File: src/rtl/imm_gen_pkg.sv
// Shared LEGv8 decode constants: datapath widths, opcode fields and
// immediate format codes used by the immediate generator stage.
package imm_gen_pkg;

    localparam int WORD      = 64;
    localparam int INSTR_LEN = 32;

    typedef enum logic [2:0] {
        FMT_NONE = 3'd0,
        FMT_I    = 3'd1,
        FMT_D    = 3'd2,
        FMT_CB   = 3'd3,
        FMT_B    = 3'd4,
        FMT_IW   = 3'd5
    } fmt_e;

    // I-type opcodes occupy instr[31:22]
    localparam logic [9:0]  ADDI  = 10'b1001000100;
    localparam logic [9:0]  ANDI  = 10'b1001001000;
    localparam logic [9:0]  EORI  = 10'b1101001000;
    localparam logic [9:0]  ORRI  = 10'b1011001000;
    localparam logic [9:0]  SUBI  = 10'b1101000100;
    localparam logic [9:0]  CMPI  = 10'b1111000100;
    localparam logic [10:0] LDUR  = 11'b11111000010;
    localparam logic [10:0] STUR  = 11'b11111000000;
    localparam logic [7:0]  CBZ   = 8'b10110100;
    localparam logic [7:0]  BCOND = 8'b01010100;
    localparam logic [5:0]  B     = 6'b000101;
    localparam logic [8:0]  MOVZ  = 9'b110100101;
    localparam logic [8:0]  MOVK  = 9'b111100101;

endpackage

File: src/rtl/imm_gen_if.sv
// Valid/ready bundle between the IF/ID register, the immediate
// generator and the register-read stage.
interface imm_gen_if #(
    parameter int WORD      = imm_gen_pkg::WORD,
    parameter int INSTR_LEN = imm_gen_pkg::INSTR_LEN
);
    import imm_gen_pkg::*;

    logic                 flush;
    logic                 in_valid;
    logic                 in_ready;
    logic [INSTR_LEN-1:0] in_instr;
    logic [WORD-1:0]      in_pc;
    logic                 out_valid;
    logic                 out_ready;
    logic [INSTR_LEN-1:0] out_instr;
    logic [WORD-1:0]      out_imm;
    logic [WORD-1:0]      out_target;
    logic [WORD-1:0]      out_mask;
    fmt_e                 out_fmt;
    logic                 out_fault;

    modport master (
        output flush, in_valid, in_instr, in_pc, out_ready,
        input  in_ready, out_valid, out_instr, out_imm,
        input  out_target, out_mask, out_fmt, out_fault
    );

    modport slave (
        input  flush, in_valid, in_instr, in_pc, out_ready,
        output in_ready, out_valid, out_instr, out_imm,
        output out_target, out_mask, out_fmt, out_fault
    );

endinterface

File: src/rtl/imm_gen_stage_imm_decode.sv
// Combinational LEGv8 immediate extraction, extension, branch
// pre-shift and target computation.
module imm_decode #(
    parameter int WORD         = imm_gen_pkg::WORD,
    parameter int INSTR_LEN    = imm_gen_pkg::INSTR_LEN,
    parameter int SHIFT_BRANCH = 1
) (
    input  logic [INSTR_LEN-1:0] instr,
    input  logic [WORD-1:0]      pc,
    output logic [WORD-1:0]      imm,
    output logic [WORD-1:0]      target,
    output logic [WORD-1:0]      mask,
    output imm_gen_pkg::fmt_e    fmt,
    output logic                 fault
);
    import imm_gen_pkg::*;

    logic [10:0]     op;
    logic            is_i, is_d, is_cb, is_b, is_iw;
    logic [5:0]      sh;
    logic            iw_bad;
    logic [WORD-1:0] br_raw;
    logic [WORD-1:0] br_imm;
    logic [WORD-1:0] iw_val;
    logic [WORD-1:0] iw_msk;

    assign op    = instr[31:21];
    assign is_i  = op[10:1] inside {ADDI, ANDI, EORI, ORRI, SUBI, CMPI};
    assign is_d  = op inside {LDUR, STUR};
    assign is_cb = op[10:3] inside {CBZ, BCOND};
    assign is_b  = op[10:5] == B;
    assign is_iw = op[10:2] inside {MOVZ, MOVK};

    assign sh     = {instr[22:21], 4'b0000};
    assign iw_bad = (WORD < 64) && instr[22];
    assign iw_val = {{(WORD-16){1'b0}}, instr[20:5]} << sh;
    assign iw_msk = {{(WORD-16){1'b0}}, 16'hFFFF} << sh;

    always_comb begin
        br_raw = '0;
        unique case (1'b1)
            is_cb:   br_raw = {{(WORD-19){instr[23]}}, instr[23:5]};
            is_b:    br_raw = {{(WORD-26){instr[25]}}, instr[25:0]};
            default: br_raw = '0;
        endcase
    end

    // Bits shifted past the MSB are intentionally dropped
    assign br_imm = (SHIFT_BRANCH != 0) ? (br_raw << 2) : br_raw;

    always_comb begin
        imm    = '0;
        target = '0;
        mask   = '0;
        fmt    = FMT_NONE;
        fault  = 1'b0;
        unique case (1'b1)
            is_i: begin
                imm = {{(WORD-12){instr[21]}}, instr[21:10]};
                fmt = FMT_I;
            end
            is_d: begin
                imm = {{(WORD-9){instr[20]}}, instr[20:12]};
                fmt = FMT_D;
            end
            is_cb: begin
                imm    = br_imm;
                target = pc + br_imm;
                fmt    = FMT_CB;
            end
            is_b: begin
                imm    = br_imm;
                target = pc + br_imm;
                fmt    = FMT_B;
            end
            is_iw: begin
                fmt   = FMT_IW;
                fault = iw_bad;
                imm   = iw_bad ? '0 : iw_val;
                mask  = iw_bad ? '0 : iw_msk;
            end
            default: imm = WORD'(instr);
        endcase
    end

endmodule

File: src/rtl/imm_gen_stage.sv
// Registered immediate generator between IF/ID and register read,
// with a valid/ready handshake backed by a one-entry skid register.
module imm_gen_stage #(
    parameter int WORD         = imm_gen_pkg::WORD,
    parameter int INSTR_LEN    = imm_gen_pkg::INSTR_LEN,
    parameter int SHIFT_BRANCH = 1
) (
    input logic       clk,
    input logic       rst_n,
    imm_gen_if.slave  bus
);
    import imm_gen_pkg::*;

    typedef struct packed {
        logic [INSTR_LEN-1:0] instr;
        logic [WORD-1:0]      imm;
        logic [WORD-1:0]      target;
        logic [WORD-1:0]      mask;
        fmt_e                 fmt;
        logic                 fault;
    } entry_t;

    logic [WORD-1:0] d_imm, d_target, d_mask;
    fmt_e            d_fmt;
    logic            d_fault;
    entry_t          dec, o_q, s_q;
    logic            o_v, s_v;
    logic            rdy, acc, room;

    imm_decode #(
        .WORD         (WORD),
        .INSTR_LEN    (INSTR_LEN),
        .SHIFT_BRANCH (SHIFT_BRANCH)
    ) u_dec (
        .instr  (bus.in_instr),
        .pc     (bus.in_pc),
        .imm    (d_imm),
        .target (d_target),
        .mask   (d_mask),
        .fmt    (d_fmt),
        .fault  (d_fault)
    );

    always_comb begin
        dec        = '0;
        dec.instr  = bus.in_instr;
        dec.imm    = d_imm;
        dec.target = d_target;
        dec.mask   = d_mask;
        dec.fmt    = d_fmt;
        dec.fault  = d_fault;
    end

    // s_v is a flop, so in_ready is a registered signal
    assign rdy  = !s_v;
    assign acc  = bus.in_valid && rdy;
    assign room = !o_v || bus.out_ready;

    always_ff @(posedge clk or negedge rst_n) begin
        if (!rst_n) begin
            o_v <= 1'b0;
            s_v <= 1'b0;
            o_q <= '0;
            s_q <= '0;
        end else if (bus.flush) begin
            o_v <= 1'b0;
            s_v <= 1'b0;
        end else if (room) begin
            if (s_v) begin
                o_q <= s_q;
                o_v <= 1'b1;
                s_v <= 1'b0;
            end else if (acc) begin
                o_q <= dec;
                o_v <= 1'b1;
            end else begin
                o_v <= 1'b0;
            end
        end else if (acc) begin
            s_q <= dec;
            s_v <= 1'b1;
        end
    end

    assign bus.in_ready   = rdy;
    assign bus.out_valid  = o_v;
    assign bus.out_instr  = o_q.instr;
    assign bus.out_imm    = o_q.imm;
    assign bus.out_target = o_q.target;
    assign bus.out_mask   = o_q.mask;
    assign bus.out_fmt    = o_q.fmt;
    assign bus.out_fault  = o_q.fault;

endmodule
File: src/flat_wrapper.sv
// flat-port wrapper written by rule: the top's interface ports become plain ports
module imm_gen_stage_flat import imm_gen_pkg::*;
#(
    parameter int WORD         = imm_gen_pkg::WORD,
    parameter int INSTR_LEN    = imm_gen_pkg::INSTR_LEN,
    parameter int SHIFT_BRANCH = 1
)
  (clk, rst_n, bus_flush, bus_in_valid, bus_in_instr, bus_in_pc, bus_out_ready, bus_in_ready, bus_out_valid, bus_out_instr, bus_out_imm, bus_out_target, bus_out_mask, bus_out_fmt, bus_out_fault);
  imm_gen_if #(.WORD(WORD), .INSTR_LEN(INSTR_LEN)) bus_i ();
  input logic clk;
  input logic rst_n;
  input wire logic [$bits(bus_i.flush)-1:0] bus_flush;
  input wire logic [$bits(bus_i.in_valid)-1:0] bus_in_valid;
  input wire logic [$bits(bus_i.in_instr)-1:0] bus_in_instr;
  input wire logic [$bits(bus_i.in_pc)-1:0] bus_in_pc;
  input wire logic [$bits(bus_i.out_ready)-1:0] bus_out_ready;
  output wire logic [$bits(bus_i.in_ready)-1:0] bus_in_ready;
  output wire logic [$bits(bus_i.out_valid)-1:0] bus_out_valid;
  output wire logic [$bits(bus_i.out_instr)-1:0] bus_out_instr;
  output wire logic [$bits(bus_i.out_imm)-1:0] bus_out_imm;
  output wire logic [$bits(bus_i.out_target)-1:0] bus_out_target;
  output wire logic [$bits(bus_i.out_mask)-1:0] bus_out_mask;
  output wire logic [$bits(bus_i.out_fmt)-1:0] bus_out_fmt;
  output wire logic [$bits(bus_i.out_fault)-1:0] bus_out_fault;
  assign bus_i.flush = bus_flush;
  assign bus_i.in_valid = bus_in_valid;
  assign bus_i.in_instr = bus_in_instr;
  assign bus_i.in_pc = bus_in_pc;
  assign bus_i.out_ready = bus_out_ready;
  assign bus_in_ready = bus_i.in_ready;
  assign bus_out_valid = bus_i.out_valid;
  assign bus_out_instr = bus_i.out_instr;
  assign bus_out_imm = bus_i.out_imm;
  assign bus_out_target = bus_i.out_target;
  assign bus_out_mask = bus_i.out_mask;
  assign bus_out_fmt = bus_i.out_fmt;
  assign bus_out_fault = bus_i.out_fault;
  imm_gen_stage #(.WORD(WORD), .INSTR_LEN(INSTR_LEN), .SHIFT_BRANCH(SHIFT_BRANCH)) u_core (.clk(clk), .rst_n(rst_n), .bus(bus_i));
endmodule
File: config.mk
export PLATFORM = sky130hd
export DESIGN_NAME = imm_gen_stage_flat
export DESIGN_NICKNAME = d
export VERILOG_FILES = /design/src/rtl/imm_gen_pkg.sv /design/src/rtl/imm_gen_if.sv /design/src/rtl/imm_gen_stage_imm_decode.sv /design/src/rtl/imm_gen_stage.sv /design/src/flat_wrapper.sv
export SDC_FILE = /design/constraint.sdc
export NUM_CORES = 1
export LEC_CHECK = 0
export CELL_PAD_IN_SITES_DETAIL_PLACEMENT = 1
export CELL_PAD_IN_SITES_GLOBAL_PLACEMENT = 2
export CORE_ASPECT_RATIO = 1.4
export CORE_MARGIN = 5
export CORE_UTILIZATION = 35
export CTS_BUF_LIST = sky130_fd_sc_hd__clkbuf_4
export CTS_CLUSTER_DIAMETER = 200
export CTS_CLUSTER_SIZE = 24
export DETAILED_ROUTE_END_ITERATION = 10
export PLACE_DENSITY_LB_ADDON = 0.1
export SLEW_MARGIN = 25
export SYNTH_ARGS = -nofsm -noshare
export SYNTH_HDL_FRONTEND = slang
export SYNTH_SLANG_ARGS = --single-unit
export TNS_END_PERCENT = 30
File: constraint.sdc
create_clock -name clk -period 6.25 [get_ports clk]
set_clock_uncertainty 0.15 [all_clocks]
set_input_delay 1.875 -clock clk [delete_from_list [all_inputs] [get_ports clk]]
set_output_delay 1.875 -clock clk [all_outputs]
set_load 0.1 [all_outputs]
Yosys cells after proc, flatten, opt, wreduce, memory -nomap -nowiden
Cells that the tools add are included.
Storage, ports and cells
  output and inout bits: 230
  register bits: 457
  word-level logic and storage cells: 59
  bits of input ports: 101
Operators by class
  add/sub/neg operators: 1
  shift-type cells: 2
  equality and inequality tests: 13
  bitwise logic cells: 2
  multiplexer cells: 14
  reductions and logical operators: 14
Operators by type and width (count)
  $mux 228: 2
  $pmux 64 s4: 1
  $mux 64: 2
  $pmux 62 s2: 1
  $add 64x64->64: 1
  $shl 16x6->64: 1
  $shl 16x6->64 const A: 1
  $eq 10x10->1 const B: 6
  $eq 11x11->1 const B: 2
  $eq 9x9->1 const B: 2
  $pmux 3 s5: 1
  $reduce_bool 2->1: 5
  $eq 8x7->1 const B: 1
  $eq 8x8->1 const B: 1
  $mux 1: 7
  $eq 6x3->1 const B: 1
  $reduce_and 3->1: 2
  $reduce_bool 6->1: 1
  $reduce_bool 3->1: 1
  $logic_not 1->1: 2
  $not 1->1: 2
  $reduce_or 2->1: 1
  $logic_and 1x1->1: 1
  $logic_or 1x1->1: 1

Depth between registers and ports, before layout
Gate-level depths: netlist (run 1).
  depth after elaboration: 7
  depth in mapped cells: 18
  gate-level depth less buffers: 16

Modules after synthesis
From an unflattened synthesis (run 1), not the netlist that was laid out.
Second synthesis, totals
  cell total of the unflattened synthesis: 2210
  area, all modules: 25919.9 µm²
Modules (own cells, without submodules)
  imm_gen_stage: cells an instance 1227, area each 19975.4 µm², times used 1, seq. area each 11461.0 µm²
  imm_decode: cells an instance 983, area each 5944.5 µm², times used 1, seq. area each 0.0 µm²

Worst setup path after synthesis (run 1)
Ideal clock, no wire load.
  path type: input to register
  from: in bus_in_instr[30]
  to: reg u_core.o_q, in the netlist u_core.bus.out_target[57]
  cell stages on the path: 17
  required time: 6005 ps
  setup time: 95 ps
  slack: 44 ps
  path buffers: 2
  data arrival time: 5961 ps
  cells stage by stage: clkbuf_1 -> nor3b_1 -> a21oi_1 -> nor4_2 -> nand2_1 -> nand2_1 -> ha_1 -> buf_6 -> a21oi_1 -> o21ai_1 -> a2111oi_2 -> o41ai_1 -> a31o_2 -> and3_1 -> a2111oi_2 -> o211ai_1 -> o31ai_1
Between the ends
  longest elaborated chain between the ends: 7
  elaborated cells between the ends (all ways): 10
  those cells by class: 1 x add/sub; 3 x eq/ne; 4 x mux; 2 x reduce/logical
Ends and longest elaborated chain
  start: declaration: line flat_wrapper.sv:14  | input wire logic [$bits(bus_i.in_instr)-1:0] bus_in_instr;
  $eq 8x8->1 or $eq 8x7->1 (tied branches): line imm_gen_stage_imm_decode.sv:30  | assign is_cb = op[10:3] inside {CBZ, BCOND};
  $reduce_bool 2->1: line imm_gen_stage_imm_decode.sv:30
  $pmux 62 s2: line imm_gen_stage_imm_decode.sv:41  | unique case (1'b1)
  $add 64x64->64: line imm_gen_stage_imm_decode.sv:68, imm_gen_stage_imm_decode.sv:73
  $mux 64 (*)
  $mux 228 (*): line imm_gen_stage.sv:73  | end else if (acc) begin
  $mux 228 (*): line imm_gen_stage.sv:69  | if (s_v) begin
  end signal: assignment: line imm_gen_stage.sv:70  | o_q <= s_q;
  end: declaration: line imm_gen_stage.sv:26  | entry_t dec, o_q, s_q;
Mark *: on every way between the ends. The rest lies on a longest branch, timed or not. The select of a mux whose other input is x is not followed.
A chain may end at the register's enable or synchronous reset.

Worst setup path in the final report (run 1)
  from: in bus_in_instr[31]
  to: reg u_core.o_q, in the netlist u_core.bus.out_target[46]
The elaborated chain is that of the path after synthesis.

==> impl_metrics.xml, run 1 <==
<?xml version="1.0" encoding="UTF-8"?>
<metrics>
  <group name="floorplan">
    <metric name="core" unit="sq mm">0.0551</metric>
    <metric name="floorplan.initialDensity" unit="%">35.3</metric>
    <metric name="chipHeight" unit="microns">289</metric>
    <metric name="floorplan.die.width" unit="microns">209</metric>
    <metric name="ios" unit="">331</metric>
    <metric name="die_area" unit="sq mm">0.0604</metric>
    <metric name="floorplan.rows" unit="">102</metric>
  </group>
  <group name="logic_synthesis">
    <metric name="yosys_warnings" unit="">0</metric>
    <metric name="synth.top_cells.by_area" unit="">sky130_fd_sc_hd__dfrtp_1 (43%), sky130_fd_sc_hd__nand2_1 (9.9%), sky130_fd_sc_hd__o21ai_0 (6.7%)</metric>
    <metric name="synth_seq_area_share" unit="%">43.2</metric>
    <metric name="post-synth-top-area-fraction" unit="%">43.2</metric>
    <metric name="mappedNetlistNets" unit="">2507</metric>
    <metric name="synth_largest_area_cell" unit="">sky130_fd_sc_hd__dfrtp_1</metric>
    <metric name="mappedNetlistArea" unit="sq mm">0.0194</metric>
    <metric name="ys_dominant_reg_cell" unit="">sky130_fd_sc_hd__dfrtp_1</metric>
    <metric name="yosys_register_bits" unit="">336</metric>
    <metric name="yosys.cell_types.count" unit="">78</metric>
    <metric name="postSynthCellCount" unit="">2344</metric>
    <metric name="post_synth.cell_area_avg" unit="sq um">8.30</metric>
    <metric name="synth_enable_flop_cells" unit="">0</metric>
    <metric name="async_reset_ff_share" unit="%">100</metric>
  </group>
  <group name="detailed_routing">
    <metric name="ant_nets" unit="">0</metric>
    <metric name="detailedRoute.firstIterationViolations" unit="">864</metric>
    <metric name="wire_per_inst" unit="microns">22.8</metric>
    <metric name="via_count_of_the_routed_design" unit="">18000</metric>
    <metric name="drc_violations" unit="">0</metric>
    <metric name="drt-total-wl" unit="mm">76.6</metric>
    <metric name="drt_first_pass_iters" unit="">4</metric>
    <metric name="viasPerCell" unit="">5.36</metric>
  </group>
  <group name="critical_path">
    <metric name="worstPathRequired" unit="ns">6.87</metric>
    <metric name="end_kind" unit="">flip-flop</metric>
    <metric name="timing.setup.critical_path_class" unit="">in2reg</metric>
    <metric name="timing.reg2reg.worst_path_depth" unit="">7</metric>
    <metric name="worst_setup_path_start_kind" unit="">input pin</metric>
    <metric name="critPathMostFrequentCell" unit="">sky130_fd_sc_hd__buf_4</metric>
    <metric name="crit_path_start" unit="">bus_in_instr[31]</metric>
    <metric name="r2r_slack" unit="ns">2.92</metric>
    <metric name="timing.critical_path.slowest_stage_cell" unit="">sky130_fd_sc_hd__clkdlybuf4s50_1</metric>
    <metric name="crit_path_max_incr_delay" unit="ns">0.54</metric>
    <metric name="startpoint_of_the_worst_register_to_register_path" unit="">u_core.s_v$_DFFE_PN0P_</metric>
    <metric name="worst-path-max-fanout" unit="">8</metric>
    <metric name="crit_chain" unit="">clkdlybuf4s50_1 -&gt; nor2b_1 -&gt; a21oi_1 -&gt; nor4_4 -&gt; buf_4 -&gt; buf_4 -&gt; a22o_1 -&gt; ha_1 -&gt; a21oi_1 -&gt; o22ai_1 -&gt; a211oi_4 -&gt; o311ai_4 -&gt; buf_4 -&gt; a211oi_1 -&gt; buf_4 -&gt; o31a_1 -&gt; xnor2_1 -&gt; nand2_1 -&gt; o21ai_0 -&gt; o21a_1</metric>
    <metric name="regToRegEndpoint" unit="">u_core.bus.out_target[45]$_DFFE_PN0P_</metric>
    <metric name="worst_path_arrival_time" unit="ns">6.39</metric>
  </group>
  <group name="sta">
    <metric name="fmax" unit="MHz">173</metric>
    <metric name="period_needed" unit="ns">5.78</metric>
    <metric name="grt_setup_unrepaired" unit="">false</metric>
    <metric name="setup_ws" unit="ns">0.470</metric>
    <metric name="post-route-period-util" unit="%">92.5</metric>
    <metric name="hold_slack" unit="ns">0.360</metric>
    <metric name="setup_viol_count_final" unit="">0</metric>
    <metric name="worst_rel_slew_slack" unit="%">25.1</metric>
    <metric name="fin_hold_viols" unit="">0</metric>
    <metric name="timing.setup.tns" unit="ns">0</metric>
    <metric name="tightestPinTransition" unit="ns">1.12</metric>
    <metric name="report.final.slew_viol_count" unit="">0</metric>
  </group>
  <group name="global_routing">
    <metric name="overall_global_routing_usage" unit="%">24.4</metric>
    <metric name="gr-usage-met2" unit="%">47.3</metric>
    <metric name="grt_antenna_before_repair" unit="">4</metric>
    <metric name="grt_max_degree" unit="">183</metric>
    <metric name="first_pass_grt_wire_length" unit="mm">117</metric>
    <metric name="number_of_global_route_vias_before_repair" unit="">19100</metric>
    <metric name="grtUsageMet1" unit="%">28.1</metric>
    <metric name="globalRouteOverflowTotal" unit="">0</metric>
    <metric name="met3_use_gr" unit="%">2.34</metric>
    <metric name="gr-max-usage-layer" unit="">met2</metric>
  </group>
  <group name="layout">
    <metric name="final_area" unit="sq mm">0.0242</metric>
    <metric name="area_growth_syn_to_layout" unit="%">24.4</metric>
    <metric name="design.final.nets" unit="">2795</metric>
    <metric name="sequential_cell_area" unit="sq mm">0.00841</metric>
    <metric name="multi_input_comb_area" unit="sq mm">0.00980</metric>
    <metric name="layout_common_cells" unit="">sky130_fd_sc_hd__nand2_1 (511), sky130_fd_sc_hd__dfrtp_1 (335), sky130_fd_sc_hd__clkdlybuf4s50_1 (327)</metric>
    <metric name="final_layout_size_suffix_gt1_share" unit="%">9.50</metric>
    <metric name="commonest_non_fill_non_tap_cell_in_the_layout" unit="">sky130_fd_sc_hd__nand2_1</metric>
    <metric name="n_fill_cell" unit="">6530</metric>
  </group>
  <group name="power">
    <metric name="netSwitchingFraction" unit="%">40.9</metric>
    <metric name="leakage" unit="nW">10.7</metric>
    <metric name="switchingPower" unit="mW">2.04</metric>
    <metric name="powerDensity" unit="mW/mm^2">206</metric>
    <metric name="ir_drop" unit="mV">0.237</metric>
    <metric name="p_seq_share" unit="%">50.2</metric>
    <metric name="cell_internal_pwr" unit="mW">2.94</metric>
    <metric name="pnr_total_power" unit="mW">4.98</metric>
    <metric name="p_comb_share" unit="%">33.2</metric>
    <metric name="clock_power_share" unit="%">16.6</metric>
  </group>
  <group name="placed_design">
    <metric name="total_of_buffers_placed_on_input_and_output_ports" unit="">329</metric>
    <metric name="dpl_cell_area" unit="sq mm">0.0240</metric>
    <metric name="preCtsSetupSlack" unit="ns">-0.314</metric>
    <metric name="routabilityCongestion" unit="">0.935</metric>
    <metric name="dpl.hpwl" unit="mm">58.2</metric>
  </group>
  <group name="clock_network">
    <metric name="tritoncts_num_sinks" unit="">336</metric>
    <metric name="clkLatencyLatePin" unit="ns">0.81</metric>
    <metric name="cts_htree_levels" unit="">1</metric>
    <metric name="postCtsSetupRepairBufs" unit="">0</metric>
    <metric name="clk_path_buf_depth" unit="">3</metric>
    <metric name="number_of_resized_instances_in_the_post_cts_repair_step" unit="">0</metric>
    <metric name="numCtsBuffers" unit="">17</metric>
    <metric name="ctsRootBufferMaster" unit="">sky130_fd_sc_hd__clkbuf_4</metric>
    <metric name="ctsHoldBuffers" unit="">0</metric>
    <metric name="cts.clk_slew.worst_paths" unit="ns">0.25</metric>
    <metric name="tritoncts" unit="">done</metric>
  </group>
  <group name="hold_path">
    <metric name="timing.hold.worst.start" unit="">u_core.bus.out_imm[34]$_DFFE_PN0P_</metric>
    <metric name="hold_path_class" unit="">reg2reg</metric>
    <metric name="min_delay_worst_endpoint" unit="">u_core.bus.out_imm[34]$_DFFE_PN0P_</metric>
    <metric name="hold_path_depth" unit="">2</metric>
  </group>
  <group name="outcome">
    <metric name="outcome" unit="">finished clean</metric>
  </group>
  <group name="flow_run">
    <metric name="drv_cap" unit="">0</metric>
  </group>
</metrics>
## critical path: cells and delay by family
| kind | cells | cell delay (ns) |
|---|---|---|
| AOI/OAI and AO/OA | 10 | 2.17 |
| buffers and inverters | 5 | 1.30 |
| and+or+nand+nor | 3 | 0.55 |
| adders and majority gates | 1 | 0.35 |
| xor gates and xnor gates | 1 | 0.12 |
## worst max-delay path by stage
stage,to,slack [ns],depth (start not counted)
floorplan,u_core.bus.out_target[57]$_DFFE_PN0P_,0.04,17
global placement,u_core.bus.out_target[46]$_DFFE_PN0P_,-0.25,20
detailed placement,u_core.bus.out_target[46]$_DFFE_PN0P_,-0.31,20
CTS,u_core.bus.out_target[46]$_DFFE_PN0P_,0.54,20
global route,u_core.bus.out_target[46]$_DFFE_PN0P_,0.30,20
finish,u_core.bus.out_target[46]$_DFFE_PN0P_,0.47,20
## kinds of logic (layout without fill, tap and decap cells)
| group | after synthesis | after routing | synth area share (%) |
|---|---|---|---|
| other cells | 1 | 6 | 0.0193 |
| buf+inv | 268 | 556 | 6.59 |
| xor+xnor | 56 | 56 | 2.52 |
| mux | 45 | 45 | 2.32 |
| compound gates | 728 | 728 | 23.1 |
| fa+ha+maj | 62 | 62 | 4.03 |
| flops | 336 | 336 | 43.2 |
| simple gates | 848 | 848 | 18.2 |
## power by group through the flow
stage | registers [mW] | logic (mW) | clock network [mW]
after CTS | 2.51 | 1.67 | 0.882
final | 2.50 | 1.66 | 0.826
after detailed placement | 2.54 | 1.67 | 0
after global placement | 2.54 | 1.65 | 0
after floorplan | 3.21 | 0.395 | 0
after global routing | 2.53 | 1.75 | 0.942
## metal layers
layer | vias up | wire (microns) | part of all wire [%]
li1 | 8630 | - | -
met1 | 8954 | 30000 | 39
met2 | 334 | 41500 | 54
met3 | 112 | 2360 | 3.1
met4 | 6 | 2750 | 3.6
met5 | - | 46 | 0.060
## synthesized netlist by cell type (3+ instances only)
master	count
sky130_fd_sc_hd__a211o_1	4
sky130_fd_sc_hd__a211oi_1	19
sky130_fd_sc_hd__a21boi_0	4
sky130_fd_sc_hd__a21o_1	27
sky130_fd_sc_hd__a21oi_1	222
sky130_fd_sc_hd__a21oi_2	3
sky130_fd_sc_hd__a221oi_1	12
sky130_fd_sc_hd__a22o_1	24
sky130_fd_sc_hd__a31o_2	4
sky130_fd_sc_hd__a31oi_1	8
sky130_fd_sc_hd__a32oi_1	3
sky130_fd_sc_hd__a41oi_1	4
sky130_fd_sc_hd__and2_1	9
sky130_fd_sc_hd__and3_1	23
sky130_fd_sc_hd__buf_1	10
sky130_fd_sc_hd__buf_2	13
sky130_fd_sc_hd__buf_4	65
sky130_fd_sc_hd__clkbuf_1	161
sky130_fd_sc_hd__dfrtp_1	336
sky130_fd_sc_hd__ha_1	61
sky130_fd_sc_hd__inv_1	16
sky130_fd_sc_hd__mux2i_1	45
sky130_fd_sc_hd__nand2_1	513
sky130_fd_sc_hd__nand2b_1	6
sky130_fd_sc_hd__nand3_1	41
sky130_fd_sc_hd__nand3b_1	4
sky130_fd_sc_hd__nand4_1	19
sky130_fd_sc_hd__nor2_1	172
sky130_fd_sc_hd__nor2b_1	8
sky130_fd_sc_hd__nor3_1	23
sky130_fd_sc_hd__nor4_1	4
sky130_fd_sc_hd__o211ai_1	22
sky130_fd_sc_hd__o21a_1	26
sky130_fd_sc_hd__o21ai_0	259
sky130_fd_sc_hd__o21ai_1	9
sky130_fd_sc_hd__o21bai_1	13
sky130_fd_sc_hd__o2bb2ai_1	9
sky130_fd_sc_hd__o31ai_1	25
sky130_fd_sc_hd__or2_2	5
sky130_fd_sc_hd__or3_1	10
sky130_fd_sc_hd__xnor2_1	34
sky130_fd_sc_hd__xor2_1	22
## flip-flops by register name, summed over array words and instances, names as in the netlist
register               count
u_core.bus.out_fmt         3
u_core.bus.out_imm        64
u_core.bus.out_instr      32
u_core.bus.out_mask        4
u_core.bus.out_target     64
u_core.bus.out_valid       1
u_core.s_q               167
u_core.s_v                 1
## metrics by stage
step	cells	util, %
5_1_grt	3361	43.8
3_3_place_gp	3340	43.6
6_report	3365	43.9
3_5_place_dp	3340	43.5
4_1_cts	3359	43.8
2_1_floorplan	2344	-
## layout make-up
type / instances / share of cell area, %
sequential: 336 / 34.8
clock inverter: 1 / 0.0155
inverter: 16 / 0.248
multi-input combinational: 1740 / 40.5
timing repair buffer: 521 / 20.1
antenna: 5 / 0.0517
tap: 728 / 3.77
clock buffer: 18 / 0.559
(Power assumes the default switching activity.)
==> inputs of run 2 (changes only) <==
- CAP_MARGIN: not set -> 20
==> results of run 2 <==
Same layout as run 1: the final DEF is identical, and so are final timing and power.
==> inputs of run 3 (changes only) <==
- MAX_ROUTING_LAYER: not set -> met4
==> impl_metrics.xml, run 3 (synthesis gave the netlist of run 1 again) <==
<?xml version="1.0" encoding="UTF-8"?>
<metrics>
  <group name="outcome">
    <metric name="outcome" unit="">finished clean</metric>
  </group>
  <group name="floorplan">
    <metric name="floorplan.initialDensity" unit="%">35.3</metric>
    <metric name="core" unit="sq mm">0.0551</metric>
    <metric name="chipHeight" unit="microns">289</metric>
    <metric name="floorplan.rows" unit="">102</metric>
    <metric name="floorplan.die.width" unit="microns">209</metric>
    <metric name="ios" unit="">331</metric>
    <metric name="die_area" unit="sq mm">0.0604</metric>
  </group>
  <group name="layout">
    <metric name="commonest_non_fill_non_tap_cell_in_the_layout" unit="">sky130_fd_sc_hd__nand2_1</metric>
    <metric name="final_layout_size_suffix_gt1_share" unit="%">8.67</metric>
    <metric name="layout_common_cells" unit="">sky130_fd_sc_hd__nand2_1 (511), sky130_fd_sc_hd__dfrtp_1 (335), sky130_fd_sc_hd__clkdlybuf4s50_1 (327)</metric>
    <metric name="largest_register_ffs" unit="">167</metric>
    <metric name="design.final.nets" unit="">2771</metric>
    <metric name="sequential_cell_area" unit="sq mm">0.00841</metric>
    <metric name="final_area" unit="sq mm">0.0240</metric>
    <metric name="n_fill_cell" unit="">6556</metric>
    <metric name="area_growth_syn_to_layout" unit="%">23.2</metric>
    <metric name="largest-register" unit="">u_core.s_q</metric>
    <metric name="multi_input_comb_area" unit="sq mm">0.00980</metric>
  </group>
  <group name="critical_path">
    <metric name="worst_path_arrival_time" unit="ns">6.27</metric>
    <metric name="worst-path-max-fanout" unit="">8</metric>
    <metric name="worstPathRequired" unit="ns">6.86</metric>
    <metric name="timing.setup.critical_path_class" unit="">in2reg</metric>
    <metric name="end_kind" unit="">flip-flop</metric>
    <metric name="worst_setup_path_start_kind" unit="">input pin</metric>
  </group>
  <group name="sta">
    <metric name="fmax" unit="MHz">177</metric>
    <metric name="fin_hold_viols" unit="">0</metric>
    <metric name="post-route-period-util" unit="%">90.5</metric>
    <metric name="timing.setup.tns" unit="ns">0</metric>
    <metric name="setup_viol_count_final" unit="">0</metric>
    <metric name="tightestPinTransition" unit="ns">1.13</metric>
    <metric name="worst_rel_slew_slack" unit="%">24.3</metric>
    <metric name="grt_setup_unrepaired" unit="">false</metric>
    <metric name="period_needed" unit="ns">5.65</metric>
    <metric name="report.final.slew_viol_count" unit="">0</metric>
  </group>
  <group name="detailed_routing">
    <metric name="drt_first_pass_iters" unit="">5</metric>
    <metric name="detailedRoute.firstIterationViolations" unit="">772</metric>
    <metric name="ant_nets" unit="">0</metric>
    <metric name="wire_per_inst" unit="microns">23.1</metric>
    <metric name="drt-total-wl" unit="mm">77.0</metric>
    <metric name="via_count_of_the_routed_design" unit="">17900</metric>
    <metric name="drc_violations" unit="">0</metric>
    <metric name="viasPerCell" unit="">5.36</metric>
  </group>
  <group name="placed_design">
    <metric name="routabilityCongestion" unit="">0.942</metric>
    <metric name="dpl_cell_area" unit="sq mm">0.0238</metric>
    <metric name="dpl.hpwl" unit="mm">58.4</metric>
    <metric name="total_of_buffers_placed_on_input_and_output_ports" unit="">329</metric>
  </group>
  <group name="power">
    <metric name="leakage" unit="nW">10.6</metric>
    <metric name="pnr_total_power" unit="mW">4.97</metric>
    <metric name="powerDensity" unit="mW/mm^2">207</metric>
    <metric name="ir_drop" unit="mV">0.191</metric>
  </group>
  <group name="global_routing">
    <metric name="overall_global_routing_usage" unit="%">25.5</metric>
    <metric name="number_of_global_route_vias_before_repair" unit="">19100</metric>
    <metric name="grt_max_degree" unit="">150</metric>
    <metric name="grt_antenna_before_repair" unit="">4</metric>
    <metric name="first_pass_grt_wire_length" unit="mm">117</metric>
    <metric name="globalRouteOverflowTotal" unit="">0</metric>
  </group>
  <group name="clock_network">
    <metric name="tritoncts" unit="">done</metric>
    <metric name="clkLatencyLatePin" unit="ns">0.81</metric>
    <metric name="cts.clk_slew.worst_paths" unit="ns">0.24</metric>
    <metric name="ctsRootBufferMaster" unit="">sky130_fd_sc_hd__clkbuf_4</metric>
    <metric name="number_of_resized_instances_in_the_post_cts_repair_step" unit="">0</metric>
    <metric name="tritoncts_num_sinks" unit="">336</metric>
    <metric name="numCtsBuffers" unit="">17</metric>
    <metric name="postCtsSetupRepairBufs" unit="">0</metric>
    <metric name="ctsHoldBuffers" unit="">0</metric>
    <metric name="cts_htree_levels" unit="">1</metric>
    <metric name="clk_path_buf_depth" unit="">3</metric>
  </group>
  <group name="flow_run">
    <metric name="drv_cap" unit="">0</metric>
  </group>
  <group name="hold_path">
    <metric name="hold_path_class" unit="">reg2reg</metric>
  </group>
</metrics>
run 3: cell count changes in the layout (fill, tap and decap cells not counted), sizes merged:
cell   delta
buf      -24
diode     +1
run 3: per-layer routing:
layer	part of all wire, %	vias up	track usage (%)
met5	0	-	-
met4	3.6	0	7.92
met3	3.2	113	2.50
met2	54	342	47.9
met1	39	8880	28.4
li1	-	8577	-
run 3: worst paths after layout:
check	to	cells past startpoint	startpoint	slack [ns]
min in group asynchronous	u_core.bus.out_target[1]$_DFFE_PN0P_	1	rst_n	0.88
worst min-delay path	u_core.s_q[206]$_DFFE_PN0P_	2	u_core.s_q[206]$_DFFE_PN0P_	0.36
worst max register to register	u_core.bus.out_imm[2]$_DFFE_PN0P_	5	u_core.s_v$_DFFE_PN0P_	2.69
max in group asynchronous	u_core.s_v$_DFFE_PN0P_	2	rst_n	3.81
worst max-delay path	u_core.bus.out_target[60]$_DFFE_PN0P_	18	bus_in_instr[30]	0.60
worst min register to register	u_core.s_q[206]$_DFFE_PN0P_	2	u_core.s_q[206]$_DFFE_PN0P_	0.36
run 3: final cells by class:
type	instances	share of cell area, %
timing repair buffer	497	19.3
multi-input combinational	1740	40.9
antenna	6	0.0627
clock buffer	18	0.564
inverter	16	0.251
clock inverter	1	0.0157
sequential	336	35.1
tap	728	3.80
run 3: report_power, final:
group	leakage, nW	internal, mW	switching, mW
Combinational	6.06	0.425	1.22
Clock	0.0871	0.134	0.687
Sequential	4.43	2.38	0.130
run 3: critical path, cell delays in order:
cell and delay [ns]:
sky130_fd_sc_hd__clkdlybuf4s50_1 0.54, sky130_fd_sc_hd__nor3b_1 0.21, sky130_fd_sc_hd__a21oi_1 0.10, sky130_fd_sc_hd__nor4_4 0.30
sky130_fd_sc_hd__buf_4 0.23, sky130_fd_sc_hd__buf_4 0.16, sky130_fd_sc_hd__a22o_1 0.23, sky130_fd_sc_hd__ha_1 0.26
sky130_fd_sc_hd__a21oi_1 0.14, sky130_fd_sc_hd__o21ai_0 0.29, sky130_fd_sc_hd__or3b_4 0.44, sky130_fd_sc_hd__a31oi_4 0.21
sky130_fd_sc_hd__a21oi_2 0.13, sky130_fd_sc_hd__o21ai_4 0.22, sky130_fd_sc_hd__nand3_1 0.21, sky130_fd_sc_hd__o21ai_1 0.20
sky130_fd_sc_hd__xor2_1 0.32, sky130_fd_sc_hd__a31o_2 0.21
run 3: stage by stage:
| step | utilization, % | hold WS, ns | setup WS [ns] | instances |
|---|---|---|---|---|
| finish | 43.5 | 0.361 | 0.596 | 3342 |
| global route | 43.5 | 0.385 | 0.432 | 3342 |
| CTS | 43.4 | 0.365 | 0.651 | 3336 |
| detailed placement | 43.2 | 0.313 | -0.240 | 3317 |
| global placement | 43.2 | 0.304 | -0.242 | 3317 |
| floorplan | - | 0.289 | 0.0438 | 2344 |
==> patch, RTL diff (settings of run 1) <==
The package constant `INSTR_LEN` goes from 32 to 64.
--- a/src/rtl/imm_gen_pkg.sv
+++ b/src/rtl/imm_gen_pkg.sv
@@ -3,7 +3,7 @@
 package imm_gen_pkg;
 
     localparam int WORD      = 64;
-    localparam int INSTR_LEN = 32;
+    localparam int INSTR_LEN = 64;
 
     typedef enum logic [2:0] {
         FMT_NONE = 3'd0,
Interface: changed (resized bus_in_instr and bus_out_instr); port bits go from 331 to 395. No check against the original RTL was run, so the function may have changed too.
==> patch against run 1 <==
- sequential cell count increased by 64
- area after synthesis up 14%
- final area up 17%
- routed wire length up 14%
- setup slack got worse by 110 ps
- first-iteration DRC count grew 17%
- power is 38% higher
- count of clock-buffer cells in the layout rose by 4
- synthesized cell count increased by 4.5%
- largest power group unchanged
- highest routed layer unchanged
==> patch: results (changes against run 1) <==
Sw Share 43.83% (was 40.94%); max incr delay on CP 580 ps (was 540 ps); Fillers 7244 (was 6530); largest net degree at the start of global routing 201 (was 183); antenna fix cells 7 (was 5); Layout clock area frac 0.6165% (was 0.5742%); Synth top cells by count 475 x nand2_1, 400 x dfrtp_1, 338 x o21ai_0, 178 x a21oi_1, 169 x clkbuf_1 (was 513 x nand2_1, 336 x dfrtp_1, 259 x o21ai_0, 222 x a21oi_1, 172 x nor2_1); Post-synth top flop dfrtp_1 (unchanged); nets@finish 3069 (was 2795); DRT Wirelength 87390 microns (was 76610 microns); antenna violations before repair 13 (was 4); Worst-Skew Late Latency 850 ps (was 810 ps); Register Area 10010 sq um (was 8412 sq um); syn nets 2645 (was 2507); first-pass GRT wire length 133600 microns (was 116700 microns); GPL Wtd Cong 0.8922 (was 0.9345); sequential area share after synthesis 45.21% (was 43.23%); crit path to u_core.s_q[113]$_DFFE_PN0P_ (was u_core.bus.out_target[46]$_DFFE_PN0P_); vias in the first global route 21290 (was 19110); Synth Area per Inst 9.036 sq um (was 8.297 sq um); status finished, final reports clean (unchanged); Synth area leaders dfrtp_1 45%, nand2_1 8.1%, o21ai_0 7.6%, mux2_2 5.8%, mux2i_1 4.1% (was dfrtp_1 43%, nand2_1 9.9%, o21ai_0 6.7%, a21oi_1 5.7%, ha_1 3.9%); GRT Overall Usage 24.76% (was 24.42%); NonClk Buf Share 21.04% (was 20.07%); layout cells sized above 1 14.75% (was 9.498%); Comb power frac 38.8% (was 33.2%); number of flip-flops under the largest register name 199 (was 167); R2R setup slack 2930 ps (was 2920 ps); bufs w/o clock 648 (was 521); Vias/cell 5.341 (was 5.360); Reg-to-Reg End u_core.bus.out_target[30]$_DFFE_PN0P_ (was u_core.bus.out_target[45]$_DFFE_PN0P_); Clock power frac 14.6% (was 16.6%); CLK BUF 22 (was 18); Cells after Synth 2450 (was 2344); cell total after placement 3684 (was 3340); Hold EP u_core.s_q[99]$_DFFE_PN0P_ (was u_core.bus.out_imm[34]$_DFFE_PN0P_); crit path DAT 6490 ps (was 6390 ps); Final HPWL DP 66080 microns (was 58190 microns); Detailed Route Iter0 Violations 1015 (was 864); Netlist cell types 65 (was 78); R2R depth 6 (was 7); Overall Power 6878 uW (was 4983 uW); multi-input gates 1792 (was 1740); nonclk inv count 12 (was 16); routed len/inst 23.53 microns (was 22.77 microns); PortBufs 393 (was 329); Slowest cell on crit path o31ai_1 (was clkdlybuf4s50_1); Critical Path Fanout Max 16 (was 8); Leak 0.01228 uW (was 0.01070 uW); Placement Setup Slack -493.0 ps (was -313.7 ps); final sequential cell count 400 (was 336); post-route cell area 28210 sq um (was 24190 sq um); Num CTS Buffers 20 (was 17); max_slew headroom 25.99% (was 25.06%); final period utilization 94.18% (was 92.48%); hold path startpoint u_core.s_q[99]$_DFFE_PN0P_ (was u_core.bus.out_imm[34]$_DFFE_PN0P_)
[patch: changes by cell type after synthesis, moves of 10 or more]
cell      change
mux2_2      +114
a211oi_1     -11
nor3_1       +10
o21ai_0      +79
a21oi_1      -44
mux2i_1      +46
dfrtp_1      +64
nand3_1      -25
nand2_1      -38
nor2_1       -67
[patch: cells by family (layout without fill, tap and decap cells)]
family,count (synthesis),count (layout),synth area share (%)
AO/OA/AOI/OAI,734,734,19.63
XOR/XNOR,55,55,2.176
adder cells (fa/ha/maj),62,62,3.538
buffers and inverters,258,683,5.459
flip-flops,400,400,45.21
multiplexers,205,205,9.913
other,1,8,0.01694
AND/OR/NAND/NOR,735,735,14.06
[patch: routing by layer]
layer | vias up | global-route usage [%] | routed length (microns)
met2 | 404 | 44.69 | 43910
met4 | 14 | 4.675 | 1776
li1 | 9366 | - | -
met1 | 9952 | 31.27 | 37260
met5 | - | 0 | 103
met3 | 99 | 4.586 | 4344
